==> config.mk <==
export PLATFORM = sky130hd
export DESIGN_NAME = req_encoder_8to3_flat
export DESIGN_NICKNAME = d
export VERILOG_FILES = /design/src/rtl/req_encoder_8to3_pkg.sv /design/src/rtl/req_encoder_8to3_if.sv /design/src/rtl/req_encoder_8to3_pick8.sv /design/src/rtl/req_encoder_8to3.sv /design/src/flat_wrapper.sv
export SDC_FILE = /design/constraint.sdc
export NUM_CORES = 1
export LEC_CHECK = 0
export BUFFER_PORTS_ARGS = -buffer_cell sky130_fd_sc_hd__buf_2
export CAP_MARGIN = 15
export CORE_MARGIN = 5
export CORE_UTILIZATION = 56
export CTS_BUF_LIST = sky130_fd_sc_hd__clkbuf_8
export DETAILED_ROUTE_END_ITERATION = 16
export PLACE_DENSITY_LB_ADDON = 0.25
export SLEW_MARGIN = 5
export SYNTH_ARGS = -nofsm -noshare
export SYNTH_HDL_FRONTEND = slang
export SYNTH_SLANG_ARGS = --single-unit
==> constraint.sdc <==
create_clock -name clk -period 2.9 [get_ports clk]
set_input_delay 0.58 -clock clk [delete_from_list [all_inputs] [get_ports clk]]
set_output_delay 0.58 -clock clk [all_outputs]
set_load 0.05 [all_outputs]
==> src/rtl/req_encoder_8to3_pkg.sv <==
// enc_pkg: shared widths and index/one-hot mapping helpers for the 8-to-3 encoder
package enc_pkg;
  localparam int N = 8;
  localparam int W = 3;
  function automatic logic [W-1:0] lsb_index(input logic [N-1:0] v);
    lsb_index = '0;
    for (int i = N - 1; i >= 0; i--) if (v[i]) lsb_index = i[W-1:0];
  endfunction
  function automatic logic [N-1:0] onehot(input logic [W-1:0] idx);
    onehot = N'(1) << idx;
  endfunction
endpackage

==> src/rtl/req_encoder_8to3_if.sv <==
// req_encoder_8to3_if: valid/ready channel carrying the encoded request index
interface req_encoder_8to3_if;
  logic [enc_pkg::W-1:0] code_out;
  logic code_valid;
  logic code_ready;
  modport master (output code_out, output code_valid, input code_ready);
  modport slave (input code_out, input code_valid, output code_ready);
endinterface

==> src/rtl/req_encoder_8to3_pick8.sv <==
// enc_pick8: picks the lowest set bit of i_e, searched from i_ptr when round-robin
module enc_pick8 import enc_pkg::*; #(
  parameter bit RR = 1'b0
) (
  input  logic [N-1:0] i_e,
  input  logic [W-1:0] i_ptr,
  output logic [W-1:0] o_idx,
  output logic         o_found
);
  logic [W-1:0]   w_sh;
  logic [2*N-1:0] w_dbl;
  logic [N-1:0]   w_rot;
  assign w_sh    = RR ? i_ptr : '0;
  // rotate right so the pointer lands on bit 0, search, then add the pointer back
  assign w_dbl   = {i_e, i_e} >> w_sh;
  assign w_rot   = w_dbl[N-1:0];
  assign o_idx   = lsb_index(w_rot) + w_sh;
  assign o_found = |i_e;
endmodule

==> src/rtl/req_encoder_8to3.sv <==
// req_encoder_8to3: sticky pending requests issued one index at a time over valid/ready
module req_encoder_8to3 import enc_pkg::*; #(
  parameter bit RR = 1'b0
) (
  input  logic                      clk,
  input  logic                      rst_n,
  input  logic [N-1:0]              req_in,
  input  logic                      flush,
  req_encoder_8to3_if.master        enc,
  output logic [N-1:0]              pending,
  output logic                      idle
);
  logic [N-1:0] r_pending, w_oh, w_elig;
  logic [W-1:0] r_code, r_ptr, w_idx;
  logic         r_valid, w_acc, w_found, w_load;
  assign w_oh   = onehot(r_code);
  assign w_acc  = r_valid & enc.code_ready;
  // the index already in the output slot must not be picked a second time
  assign w_elig = r_pending & ~(r_valid ? w_oh : '0);
  assign w_load = (!r_valid | w_acc) & w_found;
  enc_pick8 #(.RR(RR)) u_pick (
    .i_e     (w_elig),
    .i_ptr   (r_ptr),
    .o_idx   (w_idx),
    .o_found (w_found)
  );
  always_ff @(posedge clk or negedge rst_n)
    if (!rst_n) begin
      r_pending <= '0;
      r_code    <= '0;
      r_valid   <= 1'b0;
      r_ptr     <= '0;
    end else if (flush) begin
      r_pending <= '0;
      r_valid   <= 1'b0;
    end else begin
      r_pending <= (r_pending & ~(w_acc ? w_oh : '0)) | req_in;
      if (w_load) begin
        r_code  <= w_idx;
        r_valid <= 1'b1;
        r_ptr   <= w_idx + W'(1);
      end else if (w_acc) r_valid <= 1'b0;
    end
  assign enc.code_out   = r_code;
  assign enc.code_valid = r_valid;
  assign pending        = r_pending;
  assign idle           = ~|r_pending & ~r_valid;
endmodule

==> src/flat_wrapper.sv <==
// flat-port wrapper written by rule: the top's interface ports become plain ports
module req_encoder_8to3_flat import enc_pkg::*;
#(
  parameter bit RR = 1'b0
)
  (clk, rst_n, req_in, flush, pending, idle, enc_code_out, enc_code_valid, enc_code_ready);
  req_encoder_8to3_if enc_i ();
  input  logic clk;
  input  logic rst_n;
  input  logic [N-1:0] req_in;
  input  logic flush;
  output logic [N-1:0] pending;
  output logic idle;
  output wire logic [$bits(enc_i.code_out)-1:0] enc_code_out;
  output wire logic [$bits(enc_i.code_valid)-1:0] enc_code_valid;
  input wire logic [$bits(enc_i.code_ready)-1:0] enc_code_ready;
  assign enc_code_out = enc_i.code_out;
  assign enc_code_valid = enc_i.code_valid;
  assign enc_i.code_ready = enc_code_ready;
  req_encoder_8to3 #(.RR(RR)) u_core (.clk(clk), .rst_n(rst_n), .req_in(req_in), .flush(flush), .enc(enc_i), .pending(pending), .idle(idle));
endmodule
Word-level counts from Yosys, hierarchy flattened
Cells that the tools add are included.
{"block": "word_totals", "output_inout_bits": 13, "input_bits": 12, "elab_cells": 35, "regBits": 12}
{"block": "op_classes", "muxes": 14, "n_bitwise": 11, "shift": 1, "n_reduce_logical": 6}
{"operator": "$mux 3", "n": 8}
{"operator": "$mux 8", "n": 3}
{"operator": "$and 8x8->8", "n": 2}
{"operator": "$not 8->8", "n": 2}
{"operator": "$reduce_or 8->1", "n": 2}
{"operator": "$or 8x8->8", "n": 1}
{"operator": "$shl 1x3->8 const A", "n": 1}
{"operator": "$and 1x1->1", "n": 3}
{"operator": "$mux 1", "n": 3}
{"operator": "$reduce_bool 3->1", "n": 1}
{"operator": "$logic_not 1->1", "n": 2}
{"operator": "$not 1->1", "n": 2}
{"operator": "$reduce_and 2->1", "n": 1}
{"operator": "$or 1x1->1", "n": 1}

Logic depth before layout (Yosys ltp)
{"block": "depth", "ltp_word": 12, "ltp_mapped": 6, "depth_no_buf": 5}

Modules after synthesis
Synthesis repeated with hierarchy kept, for this count alone.
{"block": "unflattened", "cells_unflattened": 85, "area_unflattened_um2": 830.8}
{"mod": "req_encoder_8to3", "seq_area_each_um2": 375.4, "area_per_inst_um2": 749.5, "n_inst": 1, "cells_each": 72}
{"mod": "enc_pick8", "seq_area_each_um2": 0.0, "area_per_inst_um2": 81.3, "n_inst": 1, "cells_each": 13}

Least setup slack after synthesis
Ideal clock, no wire load.
{"block": "synth_timing", "kind": "register to output", "from": "register u_core.r_pending[2], in the netlist u_core.pending[2]", "to": "output idle", "n_path_buf": 0, "t_arrival_ns": 2.348, "path_slack_ns": -0.028, "required_time_ns": 2.320, "path_stages_with_launch": 4, "cell_sequence": "dfrtp_1 > nor2_1 > nand3_1 > nor4_1"}
{"block": "synth_between", "elab_chain_cells": 3}
{"item": "start, declared", "line_no": "req_encoder_8to3.sv:13", "text": "logic [N-1:0] r_pending, w_oh, w_elig;"}
{"item": "start signal, assigned", "line_no": "req_encoder_8to3.sv:37", "text": "r_pending <= (r_pending & ~(w_acc ? w_oh : '0)) | req_in;"}
{"item": "$reduce_or 8->1", "line_no": "req_encoder_8to3.sv:47", "text": "assign idle = ~|r_pending & ~r_valid;"}
{"item": "$logic_not 1->1", "line_no": "req_encoder_8to3.sv:47"}
{"item": "$and 1x1->1", "line_no": "req_encoder_8to3.sv:47"}
{"item": "end, declared", "line_no": "flat_wrapper.sv:13", "text": "output logic idle;"}
Every way passes these cells.

Worst setup path in the final report
Same ends and word-level chain as after synthesis.

==> impl_metrics.prom <==
# TYPE chip_impl_metric gauge
chip_impl_metric{name="ys_ff_latch",unit=""} 12
chip_impl_info{name="critPathCapture",value="idle"} 1
chip_impl_metric{name="remaining_drc_errors",unit=""} 0
chip_impl_info{name="worst_setup_path_start_kind",value="register"} 1
chip_impl_metric{name="synth_nets",unit=""} 107
chip_impl_metric{name="syn_avg_cell_area",unit="µm²"} 8.76
chip_impl_metric{name="comb_power_share",unit=""} 0.362
chip_impl_metric{name="flow.area_growth_from_synthesis",unit="%"} 16.7
chip_impl_metric{name="timing_hold_violations_final",unit=""} 0
chip_impl_info{name="grt_busiest_layer",value="met2"} 1
chip_impl_metric{name="ff2ff_setup_slack",unit="ns"} 0.94
chip_impl_metric{name="die_area",unit="µm²"} 2360
chip_impl_info{name="worst_setup_path_end_kind",value="output port"} 1
chip_impl_info{name="most_common_cell_after_layout_fill_and_taps_aside",value="buf_2"} 1
chip_impl_metric{name="last_weighted_congestion_value_of_the_routability_driven_placer",unit=""} 0.862
chip_impl_metric{name="worst-slew-pin-transition",unit="ns"} 0.473
chip_impl_metric{name="drt_pre_antenna_iters",unit=""} 4
chip_impl_metric{name="worstPathMaxFanout",unit=""} 6
chip_impl_metric{name="insertedDiodeCount",unit=""} 0
chip_impl_metric{name="floorplan.initialDensity",unit=""} 0.572
chip_impl_metric{name="wl",unit="µm"} 1940
chip_impl_metric{name="ff2ff_path_depth",unit=""} 5
chip_impl_info{name="cts_tree",value="yes"} 1
chip_impl_metric{name="ratio_of_cells_with_drive_above_1_in_the_final_layout",unit=""} 0.299
chip_impl_metric{name="cp.required",unit="ns"} 2.32
chip_impl_metric{name="antenna_found_initial",unit=""} 0
chip_impl_metric{name="timing.fmax",unit="GHz"} 0.495
chip_impl_metric{name="setup-violations-final",unit=""} 0
chip_impl_metric{name="vias",unit=""} 775
chip_impl_metric{name="aggregate_global_route_resource_usage",unit=""} 0.177
chip_impl_metric{name="synth_top_area_frac",unit=""} 0.361
chip_impl_metric{name="io_buffer_count",unit=""} 24
chip_impl_info{name="rsz0062_at_grt",value="false"} 1
chip_impl_metric{name="cts_inserted_buffers",unit=""} 3
chip_impl_metric{name="io-pin-count",unit=""} 25
chip_impl_metric{name="finalSetupTns",unit="ns"} 0
chip_impl_info{name="worstSetupStartpoint",value="u_core.pending[2]$_DFF_PN0_"} 1
chip_impl_metric{name="die-width",unit="µm"} 48.5
chip_impl_metric{name="power_frac_clock",unit=""} 0.240
chip_impl_info{name="status",value="finished, final reports clean"} 1
chip_impl_metric{name="grt_max_degree",unit=""} 14
chip_impl_metric{name="finalNetCount",unit=""} 131
chip_impl_info{name="regToRegStartpoint",value="u_core.enc.code_out[0]$_DFFE_PN0P_"} 1
chip_impl_metric{name="synth-seq-area-share",unit=""} 0.361
chip_impl_metric{name="netSwitchingFraction",unit=""} 0.420
chip_impl_metric{name="clock_sinks",unit=""} 12
chip_impl_metric{name="clock_skew",unit="ns"} 0.00819
chip_impl_metric{name="cap_violations",unit=""} 0
chip_impl_info{name="worstReg2RegEnd",value="u_core.enc.code_out[0]$_DFFE_PN0P_"} 1
chip_impl_info{name="layout.cells.most_common_list",value="buf_2 (24), a21oi_1 (12), dfrtp_1 (12)"} 1
chip_impl_metric{name="grt_util_met3",unit=""} 0.0429
chip_impl_metric{name="total_power",unit="µW"} 623
chip_impl_metric{name="timing.final.crit_share",unit=""} 0.696
chip_impl_metric{name="ctsLongestPathBuffers",unit=""} 2
chip_impl_info{name="min-delay-path-class",value="in -> async"} 1
chip_impl_metric{name="die_h",unit="µm"} 48.5
chip_impl_metric{name="worst_slew_margin_rel",unit=""} 0.684
chip_impl_metric{name="yosysUniqueCellTypes",unit=""} 31
chip_impl_metric{name="total_switching_power",unit="µW"} 262
chip_impl_metric{name="cp.arrival",unit="ns"} 1.44
chip_impl_metric{name="holdBufCountCts",unit=""} 0
chip_impl_metric{name="avgRoutedWirePerCell",unit="µm"} 14.6
chip_impl_metric{name="floorplan.core_area",unit="µm²"} 1450
chip_impl_info{name="yosys-top-cells-area",value="dfrtp_1 (36%), a21oi_1 (7.2%), o21ai_0 (5.4%), mux2i_1 (4.8%), inv_1 (4.1%)"} 1
chip_impl_metric{name="floorplan.rows",unit=""} 14
chip_impl_metric{name="grtUsageMet2",unit=""} 0.274
chip_impl_info{name="synth_area_leader_cell",value="dfrtp_1"} 1
chip_impl_metric{name="synth_area",unit="µm²"} 832
chip_impl_metric{name="ir_worst_vdd",unit="V"} 0.000323
chip_impl_metric{name="cts_setup_buffers",unit=""} 0
chip_impl_metric{name="post-dp-hpwl",unit="µm"} 1480
chip_impl_metric{name="yosysWarnings",unit=""} 0
chip_impl_metric{name="global_route.usage.met1",unit=""} 0.234
chip_impl_metric{name="power_frac_seq",unit=""} 0.398
chip_impl_metric{name="grt_overflow_total",unit=""} 0
chip_impl_metric{name="viasPerCell",unit=""} 5.83
chip_impl_metric{name="syn-instance-count",unit=""} 95
chip_impl_metric{name="antenna_violating_nets_post_route",unit=""} 0
chip_impl_metric{name="post_cts.resized_instances",unit=""} 0
chip_impl_metric{name="timing_max_transition_violations_final",unit=""} 0
chip_impl_metric{name="power.density",unit="nW/µm²"} 641
chip_impl_info{name="criticalPathCategory",value="reg -> out"} 1
chip_impl_metric{name="power.internal",unit="µW"} 361
chip_impl_metric{name="cts-htree-levels",unit=""} 1
chip_impl_info{name="cts_root_buffer",value="clkbuf_8"} 1
chip_impl_metric{name="finalCriticalPeriod",unit="ns"} 2.02
chip_impl_metric{name="grt_pass1_wl",unit="µm"} 3370
chip_impl_metric{name="drt-initial-drc-count",unit=""} 11
chip_impl_metric{name="clk_pin_slew",unit="ns"} 0.05
chip_impl_metric{name="clock_insertion_delay_worst_skew",unit="ns"} 0.24
chip_impl_metric{name="p_leak",unit="µW"} 0.000457
chip_impl_metric{name="grt_pass1_vias",unit=""} 746
-- registers in the layout, summed over array words and instances (netlist names) --
register / flops
u_core.pending: 8
u_core.enc.code_out: 3
u_core.enc.code_valid: 1
-- worst max-delay path, cell delays in order, from the launching register on --
cell and delay [ns]:
dfrtp_1 0.46, nor2_1 0.18, nand3_1 0.11, nor4_2 0.15
buf_2 0.30
-- through the flow --
step                hold slack [ns]  setup WS, ns  cells   util  cell area, µm²
global placement              0.468          1.02    130  0.639             930
finish                        0.214         0.882    133  0.668             971
floorplan                     0.284         0.551     95      -             838
detailed placement            0.474         0.964    130  0.639             930
CTS                           0.217         0.887    133  0.668             971
global route                  0.228         0.802    133  0.668             971
-- synthesized netlist by cell type --
cell type and number:
nand2b_1 4, nand2_1 5, nand4_1 1, buf_6 3, nor3b_2 1, nand3_1 4
o21a_1 2, or2_2 1, nor2_1 8, o21ai_0 9, o32ai_4 1, inv_1 9
nor3b_1 2, buf_4 2, o31a_1 1, a32oi_1 1, nand2_2 1, o211ai_1 1
nor4_1 1, and2b_2 1, a21oi_1 12, nor2b_1 1, a31o_1 1, mux2i_1 4
o31ai_1 1, mux2_4 2, a2bb2oi_1 1, dfrtp_1 12, nor3_1 1, o2bb2ai_1 1
a31oi_1 1
-- worst min-delay path by stage --
stage / startpoint / to / slack [ns] / depth (start not counted)
3_5_place_dp: rst_n / u_core.pending[5]$_DFF_PN0_ / 0.47 / 1
3_3_place_gp: rst_n / u_core.pending[5]$_DFF_PN0_ / 0.47 / 1
6_report: rst_n / u_core.pending[5]$_DFF_PN0_ / 0.21 / 1
2_1_floorplan: rst_n / u_core.enc.code_out[0]$_DFFE_PN0P_ / 0.28 / 0
5_1_grt: rst_n / u_core.pending[7]$_DFF_PN0_ / 0.23 / 1
4_1_cts: rst_n / u_core.pending[5]$_DFF_PN0_ / 0.22 / 1
-- logic make-up after synthesis --
group	after synthesis	share of synthesized area
AO/OA/AOI/OAI	32	0.256
buffers and inverters	14	0.0992
flip-flops	12	0.361
multiplexers	6	0.0842
AND/OR/NAND/NOR	31	0.200
-- final cells by class --
cell class,count,area (µm²)
Multi-Input combinational cell,69,455
Fill cell,132,483
Inverter,9,33.8
Clock buffer,3,41.3
Tap cell,16,20.0
Timing Repair Buffer,24,120
Sequential cell,12,300
-- power by group through the flow --
| stage | logic [µW] | clock network [µW] | registers (µW) |
|---|---|---|---|
| detailed placement | 226 | 0 | 249 |
| finish | 225 | 150 | 248 |
| global placement | 223 | 0 | 246 |
| floorplan | 152 | 0 | 284 |
| global route | 246 | 163 | 253 |
| CTS | 227 | 153 | 246 |
-- layer usage --
metal	vias to the layer above	wire, µm
met5	-	0
met4	0	13
met3	2	157
met2	29	901
met1	367	864
li1	377	-
No activity file was read; power rests on OpenSTA's default activity.
